<file path="config.mk">
export PLATFORM = sky130hd
export DESIGN_NAME = convolution_frame_sequencer
export DESIGN_NICKNAME = d
export VERILOG_FILES = /design/src/rtl/convolution_frame_sequencer.sv
export SDC_FILE = /design/constraint.sdc
export NUM_CORES = 1
export LEC_CHECK = 0
export CAP_MARGIN = 20
export CORE_MARGIN = 3
export CORE_UTILIZATION = 39
export DETAILED_ROUTE_END_ITERATION = 10
export GPL_TIMING_DRIVEN = 0
export PLACE_DENSITY = 0.8
export SLEW_MARGIN = 25
export SYNTH_ARGS = -nofsm -noshare
export SYNTH_HDL_FRONTEND = slang
export SYNTH_SLANG_ARGS = --single-unit
</file>
<file path="constraint.sdc">
create_clock -name clock_i -period 2.1 [get_ports clock_i]
set_input_delay 0.315 -clock clock_i [delete_from_list [all_inputs] [get_ports clock_i]]
set_output_delay 0.315 -clock clock_i [all_outputs]
set_load 0.005 [all_outputs]
</file>
<file path="src/rtl/convolution_frame_sequencer.sv">
// Frame-level controller around one convolution layer: gates one input frame per start,
// counts output pixels, flags overruns. Optional stall counters: CONVOLUTION_FRAME_SEQUENCER_STATS_EN.
module convolution_frame_sequencer #(
  parameter int unsigned InHeight      = 600,
  parameter int unsigned InWidth       = 800,
  parameter int unsigned KernelHeight  = 3,
  parameter int unsigned KernelWidth   = 3,
  parameter int unsigned PaddingTop    = 1,
  parameter int unsigned PaddingBottom = 1,
  parameter int unsigned PaddingLeft   = 1,
  parameter int unsigned PaddingRight  = 1,
  parameter int unsigned InDataWidth   = 30,
  parameter int unsigned OutDataWidth  = 30
) (
  input  logic                    clock_i,
  input  logic                    reset_ni,
  input  logic                    start_i,
  input  logic                    abort_i,
  output logic                    busy_o,
  output logic                    done_o,
  output logic                    overrun_o,
  output logic [15:0]             frame_count_o,
  input  logic                    slave_valid_i,
  output logic                    slave_ready_o,
  input  logic [InDataWidth-1:0]  slave_data_i,
  output logic                    conv_valid_o,
  input  logic                    conv_ready_i,
  output logic [InDataWidth-1:0]  conv_data_o,
  input  logic                    conv_valid_i,
  output logic                    conv_ready_o,
  input  logic [OutDataWidth-1:0] conv_data_i,
  output logic                    master_valid_o,
  input  logic                    master_ready_i,
  output logic [OutDataWidth-1:0] master_data_o
`ifdef CONVOLUTION_FRAME_SEQUENCER_STATS_EN
  ,
  output logic [31:0]             in_stall_cycles_o,
  output logic [31:0]             out_stall_cycles_o
`endif
);

  localparam int unsigned OutHeight = InHeight + PaddingTop + PaddingBottom - KernelHeight + 1;
  localparam int unsigned OutWidth  = InWidth + PaddingLeft + PaddingRight - KernelWidth + 1;
  localparam int unsigned InPixels  = InHeight * InWidth;
  localparam int unsigned OutPixels = OutHeight * OutWidth;
  localparam int unsigned InCntW    = $clog2(InPixels + 1);
  localparam int unsigned OutCntW   = $clog2(OutPixels + 1);

  typedef enum logic [1:0] {IDLE, RUN, DRAIN, DONE} state_e;

  state_e               state_q, state_d;
  logic [InCntW-1:0]    in_cnt_q;
  logic [OutCntW-1:0]   out_cnt_q;
  logic                 admit, in_beat, out_beat, in_last, out_last, out_full;
  logic                 start_acc, counting;

  assign admit          = (state_q == RUN);
  assign conv_valid_o   = slave_valid_i & admit;
  assign slave_ready_o  = conv_ready_i & admit;
  assign conv_data_o    = slave_data_i;

  assign master_valid_o = conv_valid_i;
  assign conv_ready_o   = master_ready_i;
  assign master_data_o  = conv_data_i;

  assign in_beat   = slave_valid_i & slave_ready_o;
  assign out_beat  = conv_valid_i & master_ready_i;
  assign in_last   = in_beat && (in_cnt_q == InCntW'(InPixels - 1));
  assign out_full  = (out_cnt_q == OutCntW'(OutPixels));
  assign out_last  = out_beat && (out_cnt_q == OutCntW'(OutPixels - 1));
  assign start_acc = (state_q == IDLE) && start_i;
  assign counting  = (state_q == RUN) || (state_q == DRAIN);
  assign done_o    = (state_q == DONE);

  always_ff @(posedge clock_i or negedge reset_ni) begin
    if (!reset_ni) state_q <= IDLE;
    else           state_q <= state_d;
  end

  always_comb begin
    state_d = state_q;
    unique case (state_q)
      IDLE:    if (start_i) state_d = RUN;
      RUN:     if (abort_i) state_d = IDLE;
               else if (in_last) state_d = DRAIN;
      DRAIN:   if (abort_i) state_d = IDLE;
               else if (out_last) state_d = DONE;
      DONE:    state_d = IDLE;
      default: state_d = IDLE;
    endcase
  end

  // busy is taken from next-state so it lines up with the state register, glitch-free
  always_ff @(posedge clock_i or negedge reset_ni) begin
    if (!reset_ni) begin
      busy_o        <= 1'b0;
      frame_count_o <= '0;
      overrun_o     <= 1'b0;
    end else begin
      busy_o <= (state_d == RUN) || (state_d == DRAIN);
      if (state_q == DONE) frame_count_o <= frame_count_o + 16'd1;
      // Completing the output frame before input is finished is also an overrun
      if ((out_beat && ((state_q == IDLE) || out_full)) || ((state_q == RUN) && out_last))
        overrun_o <= 1'b1;
    end
  end

  always_ff @(posedge clock_i or negedge reset_ni) begin
    if (!reset_ni) begin
      in_cnt_q  <= '0;
      out_cnt_q <= '0;
    end else if (start_acc) begin
      in_cnt_q  <= '0;
      out_cnt_q <= '0;
    end else begin
      if (in_beat) in_cnt_q <= in_cnt_q + InCntW'(1);
      if (out_beat && counting && !out_full) out_cnt_q <= out_cnt_q + OutCntW'(1);
    end
  end

`ifdef CONVOLUTION_FRAME_SEQUENCER_STATS_EN
  always_ff @(posedge clock_i or negedge reset_ni) begin
    if (!reset_ni) begin
      in_stall_cycles_o  <= '0;
      out_stall_cycles_o <= '0;
    end else if (start_acc) begin
      in_stall_cycles_o  <= '0;
      out_stall_cycles_o <= '0;
    end else begin
      if ((state_q == RUN) && slave_valid_i && !conv_ready_i && (in_stall_cycles_o != '1))
        in_stall_cycles_o <= in_stall_cycles_o + 32'd1;
      if (counting && conv_valid_i && !master_ready_i && (out_stall_cycles_o != '1))
        out_stall_cycles_o <= out_stall_cycles_o + 32'd1;
    end
  end
`endif

endmodule

</file>
Yosys cells after proc, flatten, opt, wreduce, memory -nomap -nowiden
Index checks and enable logic that the tools add are counted.
Storage, ports and cells
  bits in registers: 58
  input port bits: 68
Operators by class
  reductions and logical operators: 15
  bitwise operators: 4
  equality and inequality tests: 8
  muxes and demuxes: 10
  add/subtract/negate cells: 3
Operator list (count)
  19-bit two-way mux: 4
  19-bit equality test (second input constant): 3
  19-bit by 1-bit adder with 19-bit output (second input constant): 2
  16-bit by 1-bit adder with 16-bit output (second input constant): 1
  2-bit two-way mux: 5
  2-bit one-hot mux with 4 select lines: 1
  1-bit logical AND: 7
  2-bit equality test (second input constant): 3
  1-bit bitwise AND: 4
  2-bit by 1-bit equality test with 1-bit output (second input constant): 2
  1-bit logical OR: 4
  2-bit nonzero test: 2
  2-bit logical NOT: 1
  1-bit logical NOT: 1

Logic depth before layout (Yosys ltp)
Gate-level depths: netlist (run 1).
  depth in word-level cells: 9
  gate-level depth with buffers: 9

Least setup slack after synthesis (run 1)
OpenSTA, ideal clock, no wires.
  path type: register to register
  start point: register state_q[0]
  end point: register out_cnt_q[16]
  stages on the path, launching flop included: 9
  path slack: 67 ps
  data arrival time: 1955 ps
  buffers on the path: 2
  cells stage by stage: dfrtp_1 > inv_1 > ha_1 > and3_1 > buf_2 > or3b_1 > buf_2 > or3_1 > a21oi_1
On the way
  cells in the longest elaborated chain, start to end: 5
  elaborated cells between the ends (all ways): 9
  those cells by class: eq/ne (2); mux (1); reduce/logical (6)
RTL lines
  start, declared: RTL line 51  | state_e state_q, state_d;
  start signal, assigned: RTL line 77  | else state_q <= state_d;
  2-bit by 1-bit equality test with 1-bit output / 2-bit equality test (equally long branches): RTL line 72  | assign counting = (state_q == RUN) || (state_q == DRAIN);
  1-bit logical OR: RTL line 72
  1-bit logical AND (2 in series): RTL line 117  | if (out_beat && counting && !out_full) out_cnt_q <= out_cnt_q + OutCntW'(1);
  2-bit nonzero test (no source line)
  end signal, assigned: RTL line 117
  end, declared: RTL line 53  | logic [OutCntW-1:0] out_cnt_q;
Several ways; a longest one is shown, not always the timed one.
A chain may end at the register's enable or synchronous reset.

Worst setup path after layout (run 1)
  start point: register state_q[1]
  end point: register out_cnt_q[12]
The elaborated chain is that of the path after synthesis.

==> run metrics, run 1 <==
Syn Nets=442; status=completed; GRT Total Usage=15.13%; fillers=700; First-pass DRT Iterations=4; met3 usage=3.127%; RSZ-0062 raised after global routing=yes; GRT met2 Usage=26.35%; Hold WS=0.3851 ns; Yosys warning total=0; Max Fclk=481.2 MHz; min Tclk post-route=2.078 ns; Internal=0.002225 W; Layout Nets=557; grt peak-use layer=met2; worst-case clock skew=0.006730 ns; post-synthesis average cell area=9.468 sq um; Post-Place Worst Slack=-0.1626 ns; CTS tree=done; slowest cell on the critical path=or3b_4; maximum clock path buffer count=2; Setup violations, final=0; Arrival @ worst endpoint=2.33 ns; post-synthesis cell count=365; combinational share of power=24.1%; grt ovf=0; htree depth=3; initial detailed-routing violation count=107; DIE AREA=10030 sq um; pwr dens=615.5 nW/um^2; Worst slew margin=56.34%; critical path fanouts, max=5; Yosys top cell area share=42.00%; Post-synth top flop=dfrtp_1; vias in the first global route=2837; CTS buffer count=9; Hold Crit Class=input pin to async pin; ys async rst share=100.0%; Power, Total=0.003020 W; vias per inst=4.992; crit path launch type=register; row count=33; IO Pins=151; wire length per cell=13.41 um; Switch Pwr=0.0007953 W; Routed WL=7896 um; CP max stage delay=0.41 ns; post-detail-place hpwl=5683 um; top-count cell post-synth=buf_4; n_diodes=0; share of layout cells above drive strength 1=23.97%; max-cap violations=0; DRC Markers=0; core box area=8423 sq um; kind of critical path=register to register; DR vias=2940; Reg area=1453 sq um; setup_tns=0 ns; WP buf/inv=3; clock group share of total power=36.0%; top post-synthesis cells by count=62 x buf_4, 58 x dfrtp_1, 32 x nor2_1; Worst Setup Slack, final=0.02207 ns; Worst-path clk slew=0.06 ns; synth top area cells=dfrtp_1 42%, buf_4 13%, xnor2_1 6.3%, nor2_1 3.5%, xor2_1 3.3%; starting density of the core=41.03%; antenna violations before repair=0; largest net degree at the start of global routing=48; final hold violation count=0; Antenna Nets Post-Route=0; leakage=2.161 nW; Skew-Pair Late Insertion Delay=0.33 ns; nature of the critical path endpoint=register; Worst EP required=2.35 ns; Sequential Power Share=39.9%; Yosys cell types=43; area leader, netlist=dfrtp_1; Die H=100.1 um; switching share of power=26.33%; max-slew violation count=0; clock sink count=58; GPL Wtd Cong=0.8204; Post-Syn Area=3456 sq um; worst slew pin tran=0.6490 ns; sequential share of the synthesized area=42.00%; Post-synth EDFFs=0; CP Cell Sequence=inv_2 -> ha_4 -> and3_4 -> buf_6 -> or3b_4 -> buf_8 -> or3_1 -> a21oi_1; Syn-to-layout area delta=42.00%; cell family with most CP delay=simple AND/OR/NAND/NOR gates; Die W=100.1 um; CTS root buffer=clkbuf_8; first-pass GRT wire length=12430 um; met1 Usage GRT=18.42%; area of the multi-input gates=1513 sq um; Max VDD drop=0.0004507 V; Final period util=98.95%; flops & latches, synth=58; number of port buffers=90
-- logic make-up (layout without fill, tap and decap cells) --
kind of cell / Yosys count / in the layout / synth area share [%]
and+or+nand+nor: 133 / 133 / 20.96
buffers and inverters: 82 / 201 / 15.75
DFF: 58 / 58 / 42.00
AOI/OAI and AO/OA: 43 / 43 / 7.784
xor gates and xnor gates: 38 / 38 / 9.631
adders and majority gates: 9 / 9 / 3.259
muxes: 2 / 2 / 0.6155
-- placed cells by master (no fill, tap or decap), types with 7 or more instances in the layout --
master	netlist	final
nand3_1	15	14
a21oi_1	16	15
and3_1	12	11
xnor2_1	25	25
dfrtp_1	58	57
clkbuf_8	0	9
o21ai_0	7	7
or3_1	14	13
nand2_1	22	22
nor2_1	32	32
inv_1	13	11
ha_1	9	7
nand4_1	8	8
clkdlybuf4s50_1	0	89
xor2_1	13	13
o21ai_1	9	9
buf_4	62	74
-- per-stage QoR --
step | area [sq um] | instances | utilization, %
finish | 4907 | 589 | 58.26
global route | 4907 | 589 | 58.26
floorplan | 3456 | 365 | -
global placement | 4488 | 560 | 53.28
detailed placement | 4513 | 561 | 53.58
CTS | 4790 | 583 | 56.86
-- worst paths after layout --
kind | slack (ns) | cells past startpoint | start | to
max in group asynchronous | 1.25 | 3 | reset_ni | in_cnt_q[8]
min reg2reg | 0.48 | 1 | frame_count_o[15] | frame_count_o[15]
min in group clock_i | 0.48 | 1 | frame_count_o[15] | frame_count_o[15]
max reg2reg | 0.02 | 8 | state_q[1] | out_cnt_q[12]
min | 0.39 | 2 | reset_ni | out_cnt_q[2]
max | 0.02 | 8 | state_q[1] | out_cnt_q[12]
-- power groups by stage --
stage / registers [W] / clock network [W] / logic (W)
floorplan: 0.00122 / 0 / 0.000344
global placement: 0.00123 / 0 / 0.000616
detailed placement: 0.00123 / 0 / 0.000636
CTS: 0.00120 / 0.00111 / 0.000694
global route: 0.00121 / 0.00117 / 0.000806
finish: 0.00120 / 0.00109 / 0.000729
-- state kept, by name, indices dropped and copies added, names as in the netlist --
signal and count:
frame_count_o 16, state_q 2, overrun_o 1, in_cnt_q 19, busy_o 1, out_cnt_q 19
-- layout make-up --
type / count / share of cell area [%]
plain buffers: 69 / 10.43
clock buffers: 9 / 2.524
clock inverters: 6 / 1.683
inverters: 13 / 0.9944
multi-input cells: 225 / 30.83
flip-flops and latches: 58 / 29.60
well taps: 105 / 2.677
repair buffers: 104 / 21.26
-- what timing repair did --
item,CTS,global route
pin swaps,1,3
hold endpoints to repair,11,0
cloned,0,1
setup buffers,6,5
gates resized for setup,6,11
setup endpoints to repair,18,13
hold buffers,1,0
-- metal layers --
metal	vias to the layer above	wire length, um
li1	1416	-
met1	1401	3207
met2	112	3991
met3	11	621
met4	0	75
met5	-	0
Power figures use the tool's default switching activity.
==> run 2, diff against run 1 <==
--- a/config.mk
+++ b/config.mk
@@ -5,7 +5,7 @@
 export SDC_FILE = /design/constraint.sdc
 export NUM_CORES = 1
 export LEC_CHECK = 0
-export CAP_MARGIN = 20
+export CAP_MARGIN = 40
 export CORE_MARGIN = 3
 export CORE_UTILIZATION = 39
 export DETAILED_ROUTE_END_ITERATION = 10
==> results of run 2 <==
No change in the layout: final DEF, timing and power equal those of run 1.
==> run 3, diff against run 2 <==
--- a/config.mk
+++ b/config.mk
@@ -9,7 +9,7 @@
 export CORE_MARGIN = 3
 export CORE_UTILIZATION = 39
 export DETAILED_ROUTE_END_ITERATION = 10
-export GPL_TIMING_DRIVEN = 0
+export MAX_ROUTING_LAYER = met4
 export PLACE_DENSITY = 0.8
 export SLEW_MARGIN = 25
 export SYNTH_ARGS = -nofsm -noshare
==> run 3 against run 2 <==
Non-clock buffer count shrank 130. Sequential cell count is the same. Clock skew grew 0.0011 ns. Setup slack gained 0.059 ns. Maximum frequency grew 2.9%. Die area is the same. Global-route usage shrank 1.2 points. Cell count shrank 22%. Largest cell class is now multi-input combinational cells.
==> run metrics, run 3 (synthesis gave the netlist of run 1 again) <==
status=completed; first-pass GRT wire length=10870 um (-13%); Worst EP required=2.35 ns (about the same); setup_tns=0 ns (unchanged); worst slew pin tran=0.3852 ns (-0.2638 ns); Die W=100.1 um (unchanged); most frequent cells in the layout=58 x dfrtp_1, 32 x nor2_1, 27 x clkdlybuf4s50_1; Worst-path clk slew=0.07 ns (about the same); CP Cell Sequence=inv_2 -> ha_1 -> and3_1 -> or3b_4 -> or3_1 -> a21oi_1; cell family with most CP delay=simple AND/OR/NAND/NOR gates; share of layout cells above drive strength 1=11.86% (-12 points); DR vias=2373 (-19%); min Tclk post-route=2.019 ns (-0.05878 ns); Antenna Nets Post-Route=0 (unchanged); WP buf/inv=1 (-2); max-cap violations=0 (unchanged); pwr dens=733.1 nW/um^2 (+19%); DIE AREA=10030 sq um (unchanged); worst-case clock skew=0.007845 ns (+0.001115 ns); kind of critical path=register to register; CTS root buffer=clkbuf_8; commonest non-fill, non-tap cell in the layout=dfrtp_1; RSZ-0062 raised after global routing=no; Syn-to-layout area delta=7.639%; max-slew violation count=0 (unchanged); nature of the critical path endpoint=register; number of port buffers=30 (-67%); core box area=8423 sq um (unchanged); wire length per cell=13.67 um (+2.0%); DRC Markers=0 (unchanged); slowest cell on the critical path=or3b_4; Hold Crit Class=register to register; largest net degree at the start of global routing=59 (+23%); crit path launch type=register; Skew-Pair Late Insertion Delay=0.33 ns (about the same); final hold violation count=0 (unchanged); First-pass DRT Iterations=4 (unchanged); CTS tree=done; n_diodes=0 (unchanged); Max VDD drop=0.0002651 V (-41%); row count=33 (unchanged); Layout Nets=427 (-23%); post-detail-place hpwl=4334 um (-24%); vias in the first global route=2358 (-17%); Final period util=96.15% (-2.8 points); leakage=1.593 nW (-26%); Setup violations, final=0 (unchanged); Worst slew margin=74.25% (+18 points); GRT Total Usage=13.93% (-1.2 points); Reg area=1451 sq um (about the same); Max Fclk=495.3 MHz (+2.9%); vias per inst=5.170 (+3.6%); Hold WS=0.4839 ns (+0.09878 ns); Routed WL=6275 um (-21%); Arrival @ worst endpoint=2.27 ns (-0.06 ns); grt ovf=0 (unchanged); GPL Wtd Cong=0.7981 (-2.7%); clock sink count=58 (unchanged); maximum clock path buffer count=2 (unchanged); htree depth=3 (unchanged); Die H=100.1 um (unchanged); IO Pins=151 (unchanged); biggest regs=in_cnt_q (19), out_cnt_q (19), frame_count_o (16); initial detailed-routing violation count=123 (+15%); Inst Count DP=442 (-21%); starting density of the core=41.03% (unchanged); CTS buffer count=9 (unchanged); CP max stage delay=0.46 ns (+0.05 ns); fillers=780 (+11%); antenna violations before repair=0 (unchanged); area of the multi-input gates=1479 sq um (-2.2%); critical path fanouts, max=9 (+4); Non-Filler Instances=459 (-22%)
-- run 3: routing by layer --
metal	share of wire, %	track usage, %	up-vias
met1	45	16.46	1139
met2	46	21.25	56
li1	-	-	1151
met4	2.3	5.907	0
met3	6.7	5.351	27
met5	0	-	-
-- run 3: report_power, final --
| part | switching (W) | leakage [nW] | total (W) | internal [W] |
|---|---|---|---|---|
| Clock | 0.000430 | 0.106 | 0.00107 | 0.000637 |
| Sequential | 0.0000306 | 0.798 | 0.00119 | 0.00116 |
| Combinational | 0.000270 | 0.689 | 0.000465 | 0.000195 |
-- run 3: worst paths after layout --
path	startpoint	endpoint	slack, ns	cells after the start
max	state_q[1]	out_cnt_q[10]	0.08	6
min	frame_count_o[15]	frame_count_o[15]	0.48	1
max reg2reg	state_q[1]	out_cnt_q[10]	0.08	6
min reg2reg	frame_count_o[15]	frame_count_o[15]	0.48	1
max in group asynchronous	reset_ni	in_cnt_q[3]	1.33	3
min in group asynchronous	reset_ni	frame_count_o[0]	0.52	3
-- run 3: repair_timing --
action / CTS / global route
buffers inserted: 1 / 0
hold buffers: 1 / 0
setup endpoints to repair: 3 / 7
hold endpoints to repair: 58 / 0
resized for setup: 4 / 3
-- run 3: worst reg2reg max path, delay by kind of cell (launching register included) --
kind	cells	cell delay, ns
AOI/OAI and AO/OA	1	0.17
buffers and inverters	1	0.07
DFF	1	0.38
adders and majority gates	1	0.29
and+or+nand+nor	3	1.02
-- run 3: layout make-up --
type                       count  share of cell area [%]
inverter                      13                   1.312
sequential                    58                   39.02
tap                          105                   3.532
multi-input combinational    225                   39.76
timing repair buffer          43                   10.90
clock inverter                 2                  0.9418
clock buffer                  13                   4.541
-- run 3: metrics by stage --
step | util [%] | cell area [sq um] | worst slack [ns] | total power, W
6_report | 44.16 | 3720 | 0.08085 | 0.002727
5_1_grt | 44.16 | 3720 | 0.01207 | 0.002888
4_1_cts | 43.97 | 3704 | 0.06032 | 0.002765
3_5_place_dp | 41.34 | 3482 | -0.03585 | 0.001686
3_3_place_gp | 41.34 | 3482 | 0.03853 | 0.001671
2_1_floorplan | - | 3456 | 0.06683 | 0.001564
